<file path="src/rtl/gshare_predictor_pkg.sv">
// Shared defaults for the branch direction predictor slice.
// Holds the core address width and the predictor table/history sizing.
// Pure constants: no logic, no latency, no flow control.
package gshare_predictor_pkg;

    // Core address/statistic width shared with the rest of the fetch path.
    localparam int CORE_XLEN    = 32;

    // Predictor sizing defaults: PHT index bits, global history length, counter width.
    localparam int BP_PHT_WIDTH = 8;
    localparam int BP_HIST_LEN  = 8;
    localparam int BP_CTR_BITS  = 2;

endpackage

</file>
<file path="src/rtl/gshare_predictor_bp_history_reg.sv">
// Speculative and architectural global branch history registers.
// Latency: updates visible the cycle after the sampling edge.
// No backpressure: shifts whenever enabled; flush restores spec from arch (incl. same-cycle commit).
module bp_history_reg
    import gshare_predictor_pkg::*;
#(
    parameter int HIST_LEN = BP_HIST_LEN
) (
    input  logic                clk,
    input  logic                rst,
    input  logic                rdy,
    input  logic                flush,
    input  logic                spec_shift_vld,
    input  logic                spec_shift_bit,
    input  logic                commit_vld,
    input  logic                commit_bit,
    output logic [HIST_LEN-1:0] spec_ghr,
    output logic [HIST_LEN-1:0] arch_ghr
);

    logic [HIST_LEN-1:0] spec_ghr_q, spec_ghr_d;
    logic [HIST_LEN-1:0] arch_ghr_q, arch_ghr_d;

    // Oldest outcome drops off the MSB, newest enters at the LSB; works for HIST_LEN == 1 too.
    function automatic logic [HIST_LEN-1:0] shift_in(input logic [HIST_LEN-1:0] h,
                                                     input logic                b);
        return HIST_LEN'({h, b});
    endfunction

    // Next-state: commit advances arch; flush copies the post-commit arch into spec and wins over a fetch shift.
    always_comb begin
        arch_ghr_d = arch_ghr_q;
        spec_ghr_d = spec_ghr_q;
        if (commit_vld) begin
            arch_ghr_d = shift_in(arch_ghr_q, commit_bit);
        end
        if (flush) begin
            spec_ghr_d = arch_ghr_d;
        end else if (spec_shift_vld) begin
            spec_ghr_d = shift_in(spec_ghr_q, spec_shift_bit);
        end
    end

    // State register: everything frozen while rdy is low, reset included.
    always_ff @(posedge clk) begin
        if (rdy) begin
            if (rst) begin
                spec_ghr_q <= '0;
                arch_ghr_q <= '0;
            end else begin
                spec_ghr_q <= spec_ghr_d;
                arch_ghr_q <= arch_ghr_d;
            end
        end
    end

    assign spec_ghr = spec_ghr_q;
    assign arch_ghr = arch_ghr_q;

endmodule

</file>
<file path="src/rtl/gshare_predictor.sv">
// Gshare/bimodal branch direction predictor with speculative history and commit-time training.
// Latency: lookup is combinational (0 cycles); training/history/statistics land one cycle after the edge.
// No backpressure: every lookup and commit is accepted; rdy low freezes all state.
module gshare_predictor
    import gshare_predictor_pkg::*;
#(
    parameter int       XLEN       = CORE_XLEN,
    parameter int       PHT_WIDTH  = BP_PHT_WIDTH,
    parameter int       HIST_LEN   = BP_HIST_LEN,
    parameter int       CTR_BITS   = BP_CTR_BITS,
    parameter bit       USE_GSHARE = 1'b1
) (
    input  logic                clk,
    input  logic                rst,
    input  logic                rdy,
    input  logic                flush,
    input  logic [XLEN-1:0]     fet_pc,
    input  logic                fet_br_valid,
    output logic                bp_pred,
    output logic [HIST_LEN-1:0] bp_ghr,
    input  logic                rob_bp_enable,
    input  logic [XLEN-1:0]     rob_bp_inst_addr,
    input  logic [HIST_LEN-1:0] rob_bp_ghr,
    input  logic                rob_bp_jump,
    input  logic                rob_bp_correct,
    output logic [XLEN-1:0]     bp_correct_cnt,
    output logic [XLEN-1:0]     bp_total_cnt
);

    localparam int                 PHT_DEPTH = 1 << PHT_WIDTH;
    // Weakly not-taken: MSB clear, all lower bits set.
    localparam logic [CTR_BITS-1:0] CTR_INIT = {1'b0, {(CTR_BITS-1){1'b1}}};
    localparam logic [CTR_BITS-1:0] CTR_MAX  = {CTR_BITS{1'b1}};

    logic [CTR_BITS-1:0]  pht_q [PHT_DEPTH];
    logic [CTR_BITS-1:0]  pht_d [PHT_DEPTH];
    logic [XLEN-1:0]      correct_cnt_q, correct_cnt_d;
    logic [XLEN-1:0]      total_cnt_q, total_cnt_d;
    logic [HIST_LEN-1:0]  spec_ghr;
    logic [HIST_LEN-1:0]  arch_ghr;
    logic [PHT_WIDTH-1:0] fet_idx;
    logic [PHT_WIDTH-1:0] upd_idx;
    logic                 unused_pc_bits;

    // Saturating up/down counter step.
    function automatic logic [CTR_BITS-1:0] sat_update(input logic [CTR_BITS-1:0] ctr,
                                                       input logic                taken);
        logic [CTR_BITS-1:0] nxt;
        nxt = ctr;
        if (taken) begin
            if (ctr != CTR_MAX) nxt = ctr + 1'b1;
        end else begin
            if (ctr != '0) nxt = ctr - 1'b1;
        end
        return nxt;
    endfunction

    // PC is halfword aligned, so bit 0 is skipped; history is zero-extended into the LSBs.
    function automatic logic [PHT_WIDTH-1:0] pht_idx(input logic [PHT_WIDTH-1:0] pc_bits,
                                                     input logic [HIST_LEN-1:0]  h);
        logic [PHT_WIDTH-1:0] hx;
        hx = USE_GSHARE ? PHT_WIDTH'(h) : '0;
        return pc_bits ^ hx;
    endfunction

    // PC bits outside the index window carry no information for this table.
    assign unused_pc_bits = ^{fet_pc[XLEN-1:PHT_WIDTH+1], fet_pc[0],
                              rob_bp_inst_addr[XLEN-1:PHT_WIDTH+1], rob_bp_inst_addr[0]};

    assign fet_idx = pht_idx(fet_pc[PHT_WIDTH:1], spec_ghr);
    assign upd_idx = pht_idx(rob_bp_inst_addr[PHT_WIDTH:1], rob_bp_ghr);

    // Lookup reads the registered table, so a same-cycle update to this entry is not seen.
    assign bp_pred = pht_q[fet_idx][CTR_BITS-1];
    assign bp_ghr  = spec_ghr;

    bp_history_reg #(
        .HIST_LEN (HIST_LEN)
    ) u_hist (
        .clk            (clk),
        .rst            (rst),
        .rdy            (rdy),
        .flush          (flush),
        .spec_shift_vld (fet_br_valid),
        .spec_shift_bit (bp_pred),
        .commit_vld     (rob_bp_enable),
        .commit_bit     (rob_bp_jump),
        .spec_ghr       (spec_ghr),
        .arch_ghr       (arch_ghr)
    );

    // Training and statistics on commit; flush does not block training.
    always_comb begin
        pht_d         = pht_q;
        correct_cnt_d = correct_cnt_q;
        total_cnt_d   = total_cnt_q;
        if (rob_bp_enable) begin
            pht_d[upd_idx] = sat_update(pht_q[upd_idx], rob_bp_jump);
            total_cnt_d    = total_cnt_q + 1'b1;
            correct_cnt_d  = correct_cnt_q + XLEN'(rob_bp_correct);
        end
    end

    // Table and statistic registers: synchronous reset, all state held while rdy is low.
    always_ff @(posedge clk) begin
        if (rdy) begin
            if (rst) begin
                for (int i = 0; i < PHT_DEPTH; i++) begin
                    pht_q[i] <= CTR_INIT;
                end
                correct_cnt_q <= '0;
                total_cnt_q   <= '0;
            end else begin
                pht_q         <= pht_d;
                correct_cnt_q <= correct_cnt_d;
                total_cnt_q   <= total_cnt_d;
            end
        end
    end

    assign bp_correct_cnt = correct_cnt_q;
    assign bp_total_cnt   = total_cnt_q;

endmodule

</file>
<file path="config.mk">
export PLATFORM = sky130hd
export DESIGN_NAME = gshare_predictor
export DESIGN_NICKNAME = d
export VERILOG_FILES = /design/src/rtl/gshare_predictor_pkg.sv /design/src/rtl/gshare_predictor_bp_history_reg.sv /design/src/rtl/gshare_predictor.sv
export SDC_FILE = /design/constraint.sdc
export NUM_CORES = 1
export LEC_CHECK = 0
export CAP_MARGIN = 20
export CORE_MARGIN = 2
export CORE_UTILIZATION = 46
export DETAILED_ROUTE_END_ITERATION = 7
export SLEW_MARGIN = 10
export SYNTH_ARGS = -nofsm -noshare
export SYNTH_HDL_FRONTEND = slang
export SYNTH_SLANG_ARGS = --single-unit
</file>
<file path="constraint.sdc">
create_clock -name clk -period 49.1 [get_ports clk]
set_clock_uncertainty 0.15 [all_clocks]
set_input_delay 7.365 -clock clk [delete_from_list [all_inputs] [get_ports clk]]
set_output_delay 7.365 -clock clk [all_outputs]
set_load 0.01 [all_outputs]
</file>
==> impl_metrics.csv, run 1 <==
group,metric,value,unit
cts,cts_tree,"yes",
drt,wirelength,116000,um
synthesis,synth_cells,3192,
cts,numCtsBuffers,69,
global_route,grt_remaining_overflow,0,
sta,fin_crit_sh,0.401,
global_route,grt_max_degree,189,
worst_hold_path,min_path_type,"reg2reg",
final_layout,nets,3214,
cts,clockBufferDepth,3,
cts,htreeDepth,3,
synthesis,synth.distinct_cells,50,
die,num_rows,104,
setup_path,crit_fanout,47,
drt,dr.pass1.iters,8,
global_route,grt_pass1_vias,27300,
sta,fmax,0.0508,GHz
cts,insertion_delay,0.63,ns
final_layout,syn2layout_area_growth,9.89,%
cts,clock-sinks,592,
global_route,grtUsageMet1,0.384,
setup_path,worstSetupEndpointType,"output port",
die,die-area,83000,um2
run_status,status,"completed",
final_layout,fin_area,40800,um2
setup_path,path_class,"in2out",
die,fp.dieW,288,um
drt,drtAntennaViolNets,0,
sta,final_max_slew_viol_count,0,
power_and_ir_drop,leakagePower,12.0,nW
drt,drc,0,
place,place_hpwl,68000,um
place,placed_area,38600,um2
synthesis,ys.flop_type,"edfxtp_1",
final_layout,layout_common_cells,"592 x edfxtp_1, 475 x nor2_1, 261 x nand2_1",
global_route,use_met2,0.423,
sta,setup_viol,0,
power_and_ir_drop,fin_total_pwr,1.42,mW
run,maxCapViolations,0,
drt,drt_iter0_markers,3667,
drt,viasPerCell,6.74,
synthesis,syn-num-nets,3275,
setup_path,arrival,12.18,ns
cts,clk_pin_slew,0.06,ns
sta,maxSlewHeadroom,0.195,
synthesis,synth.cell_area,37100,um2
cts,cts_resized,0,
sta,finalHoldViolations,0,
global_route,grt_use_total,0.277,
setup_path,critPathRequiredTime,41.59,ns
global_route,grtUsageMet3,0.0485,
sta,rsz0062_at_grt,"false",
synthesis,synth_seq_cells,592,
cts,cts_hold_buf,0,
place,gp_congestion,0.836,
global_route,top_usage_layer,"met2",
synthesis,seq_area_frac_synth,0.479,
sta,setup-tns-final,0,ns
cts,cts_setup_buffers,0,
synthesis,syn_area_per_cell,11.6,um2
cts,clk_root_buffer_cell,"clkbuf_16",
die,coreArea,80200,um2
die,initial_core_util,0.463,
sta,tightest_slew,1.20,ns
global_route,grt_first_pass_wirelength,173000,um
die,io_pins,153,
final_layout,drive_above_1_share,0.200,
synthesis,synthArstFlopShare,0,
drt,num_vias,28600,
sta,period_minus_slack,19.69,ns
synthesis,synth_warnings,0,
power_and_ir_drop,ir_drop,0.0404,mV
drt,wl_per_cell,27.4,um
synthesis,synth_edf_count,592,
setup_path,worstSetupStartpointType,"input pin",
power_and_ir_drop,power_density,34.7,nW/um2
final_layout,final_common_cell,"edfxtp_1",
die,die_y,288,um
place,io_buffers,104,
global_route,grt_antenna_before_repair,2,
[area by class of cell]
type | count | area (um2)
well taps | 1060 | 1330
inverters | 5 | 18.8
clock inverters | 34 | 292
flip-flops and latches | 592 | 17800
diodes | 1 | 2.50
repair buffers | 184 | 1710
multi-input cells | 2279 | 17800
fillers | 7024 | 39400
clock buffers | 85 | 1830
[per-stage QoR]
stage / hold WS (ns) / utilization / cells / setup slack [ns]
global route: 0.494 / 0.509 / 4239 / 29.23
CTS: 0.462 / 0.508 / 4236 / 29.37
global placement: 0.435 / 0.482 / 4117 / 29.37
floorplan: 0.414 / - / 3192 / 26.78
detailed placement: 0.447 / 0.482 / 4117 / 29.36
finish: 0.464 / 0.509 / 4240 / 29.41
[synth_stat cells (5+ instances only)]
master	number	area [um2]
buf_4	9	67.6
or3b_2	74	648
buf_2	31	155
o31ai_1	135	1010
mux4_2	208	4680
o221ai_1	14	123
clkbuf_1	218	818
edfxtp_1	592	17800
a41oi_1	11	96.3
o41ai_1	17	149
o31ai_2	10	125
a22oi_2	60	751
o22ai_1	22	138
nand4_1	7	43.8
inv_1	5	18.8
o22a_1	8	70.1
a21oi_1	125	626
nand2_1	265	995
buf_1	8	30.0
nor2_1	486	1820
nor2b_1	43	269
or3_1	26	163
o21ai_0	61	305
a22oi_1	87	653
and3_1	13	81.3
buf_6	46	518
xor2_1	51	447
nor3_1	195	976
o41ai_2	80	1300
a211oi_1	40	300
nand3b_1	143	1070
o21ai_1	10	50.1
nand3_1	23	115
xnor2_1	21	184
mux2i_1	22	220
[power by group]
group	leakage [nW]	total (mW)	internal, mW	switching (mW)
clock	1.05	0.505	0.286	0.219
sequential	5.36	0.603	0.586	0.0173
combinational	5.61	0.308	0.0973	0.211
[cells by family (layout without fill, tap and decap cells)]
kind of cell | after synthesis | count (layout) | synth area share
multiplexers | 231 | 231 | 0.133
AND/OR/NAND/NOR | 1285 | 1285 | 0.169
other | 0 | 1 | 0
AO/OA/AOI/OAI | 683 | 683 | 0.154
flip-flops | 592 | 592 | 0.479
adder cells (fa/ha/maj) | 5 | 5 | 0.00162
XOR/XNOR | 75 | 75 | 0.0186
buffers and inverters | 321 | 308 | 0.0449
[critical path: stages]
cell and delay [ns]:
clkdlybuf4s50_1 0.56, xor2_4 0.75, buf_4 0.91, mux4_2 0.62, mux4_2 0.60, mux4_2 0.49
mux2i_1 0.15, mux2i_1 0.17, clkdlybuf4s50_1 0.52
[metal layers]
layer | part of all wire | vias to the layer above
li1 | - | 12300
met1 | 0.40 | 14300
met2 | 0.45 | 1650
met3 | 0.10 | 308
met4 | 0.054 | 0
met5 | 0 | -
[path summary, 6_finish.rpt]
check / startpoint / endpoint / slack [ns] / cells past startpoint
worst max-delay path: fet_pc[2] / bp_pred / 29.41 / 9
worst min-delay path: pht_q[137] / pht_q[137] / 0.46 / 2
worst max register to register: pht_q[17] / pht_q[179] / 42.87 / 10
worst min register to register: pht_q[137] / pht_q[137] / 0.46 / 2
[sequential cells by signal, indices dropped and copies added (netlist names)]
name             count
u_hist.spec_ghr      8
pht_q              512
bp_total_cnt        32
u_hist.arch_ghr      8
bp_correct_cnt      32
No activity file was read; power rests on OpenSTA's default activity.
==> run 2: changes to the inputs <==
Settings changed: PLACE_DENSITY from default to 0.66.
Clock period 49.1 ns to 16.55 ns, I/O delays scaled along.
==> impl_metrics.csv, run 2 (synthesized netlist as in run 1, its figures left out) <==
group,metric,value,unit
cts,clockBufferDepth,3,
final_layout,final_common_cell,"edfxtp_1",
cts,clk_pin_slew,0.06,ns
cts,cts_tree,"yes",
sta,finalHoldViolations,0,
setup_path,critPathRequiredTime,13.92,ns
setup_path,worstSetupStartpointType,"input pin",
power_and_ir_drop,leakagePower,12.0,nW
die,io_pins,153,
setup_path,crit_fanout,39,
power_and_ir_drop,ir_drop,0.0646,mV
sta,final_max_slew_viol_count,0,
final_layout,fin_area,40800,um2
setup_path,crit_chain,"clkdlybuf4s50_1 -> xnor2_4 -> buf_4 -> buf_4 -> mux4_2 -> mux4_2 -> mux4_2 -> mux2i_1 -> mux2i_1 -> clkdlybuf4s50_1",
cts,cts_resized,0,
drt,dr.pass1.iters,5,
die,initial_core_util,0.463,
final_layout,syn2layout_area_growth,9.80,%
setup_path,path_class,"in2out",
drt,num_vias,28600,
cts,clock-sinks,592,
setup_path,arrival,7.13,ns
final_layout,regMostFlops,"pht_q",
drt,drt_iter0_markers,4161,
final_layout,drive_above_1_share,0.197,
sta,setup_viol,0,
cts,cts_hold_buf,0,
sta,period_minus_slack,9.76,ns
final_layout,fill_cells,6941,
drt,wl_per_cell,26.7,um
cts,numCtsBuffers,69,
final_layout,nets,3213,
sta,fin_hold_ws,0.465,ns
final_layout,largest_reg_flops,512,
drt,drtAntennaViolNets,0,
final_layout,antennaDiodeCount,0,
drt,viasPerCell,6.75,
setup_path,critPathMaxStageDelay,0.71,ns
setup_path,critPathLaunch,"fet_pc[1]",
power_and_ir_drop,power_density,102,nW/um2
cts,cts_setup_buffers,0,
sta,fin_crit_sh,0.590,
final_layout,layout_common_cells,"592 x edfxtp_1, 474 x nor2_1, 263 x nand2_1",
cts,clk_root_buffer_cell,"clkbuf_16",
die,num_rows,104,
sta,tightest_slew,1.20,ns
global_route,grt_use_total,0.270,
run,maxCapViolations,0,
power_and_ir_drop,fin_total_pwr,4.15,mW
setup_path,crit_top_cell,"mux4_2",
place,place_hpwl,66800,um
die,fp.dieW,288,um
setup_path,cpMaxStageDelayCell,"buf_4",
sta,maxSlewHeadroom,0.197,
drt,wirelength,113000,um
global_route,grt_remaining_overflow,0,
sta,setup-tns-final,0,ns
drt,drc,0,
die,die-area,83000,um2
cts,htreeDepth,3,
worst_hold_path,hp-start,"pht_q[135]",
setup_path,rr_startpoint,"pht_q[91]",
place,placed_area,38600,um2
setup_path,worstSetupEndpointType,"output port",
sta,rsz0062_at_grt,"false",
global_route,grt_antenna_before_repair,0,
sta,fmax,0.102,GHz
place,io_buffers,104,
worst_hold_path,min_path_type,"reg2reg",
cts,insertion_delay,0.63,ns
die,die_y,288,um
place,gp_congestion,0.850,
global_route,grt_pass1_vias,27200,
die,coreArea,80200,um2
run_status,status,"completed",
global_route,grt_first_pass_wirelength,170000,um
global_route,grt_max_degree,226,
-- run 2: cell type report --
cell class	instances	area, um2	area share
Timing Repair Buffer	183	1760	0.0431
Inverter	5	18.8	0.000461
Tap cell	1060	1330	0.0325
Clock inverter	26	191	0.00470
Clock buffer	90	1850	0.0453
Sequential cell	592	17800	0.436
Multi-Input combinational cell	2279	17800	0.438
-- run 2: worst max-delay path, delay by kind of cell --
family	cells	cell delay, ns
xor+xnor	1	0.13
mux	5	2.03
buf+inv	4	2.44
-- run 2: metal layers --
metal / part of all wire / GRT usage
met3: 0.10 / 0.0460
met1: 0.39 / 0.371
met4: 0.045 / 0.116
met5: 0 / 0
met2: 0.47 / 0.423
-- run 2: path summary, 6_finish.rpt --
check	end	slack (ns)	cells after the start
worst max-delay path	bp_pred	6.79	10
worst max register to register	pht_q[84]	10.95	10
worst min register to register	pht_q[135]	0.47	2
worst min-delay path	pht_q[135]	0.47	2
-- run 2: power by group --
part | internal, mW | switching (mW) | total (mW)
logic | 0.291 | 0.619 | 0.910
registers | 1.74 | 0.0529 | 1.79
clock network | 0.817 | 0.636 | 1.45
total | 2.84 | 1.31 | 4.15
-- run 2: stage by stage --
stage                util  std cells  setup WS [ns]
floorplan               -       3192           5.09
global placement    0.482       4114           6.67
detailed placement  0.482       4115           6.61
CTS                 0.507       4231           6.73
global route        0.508       4235           6.59
finish              0.508       4235           6.79
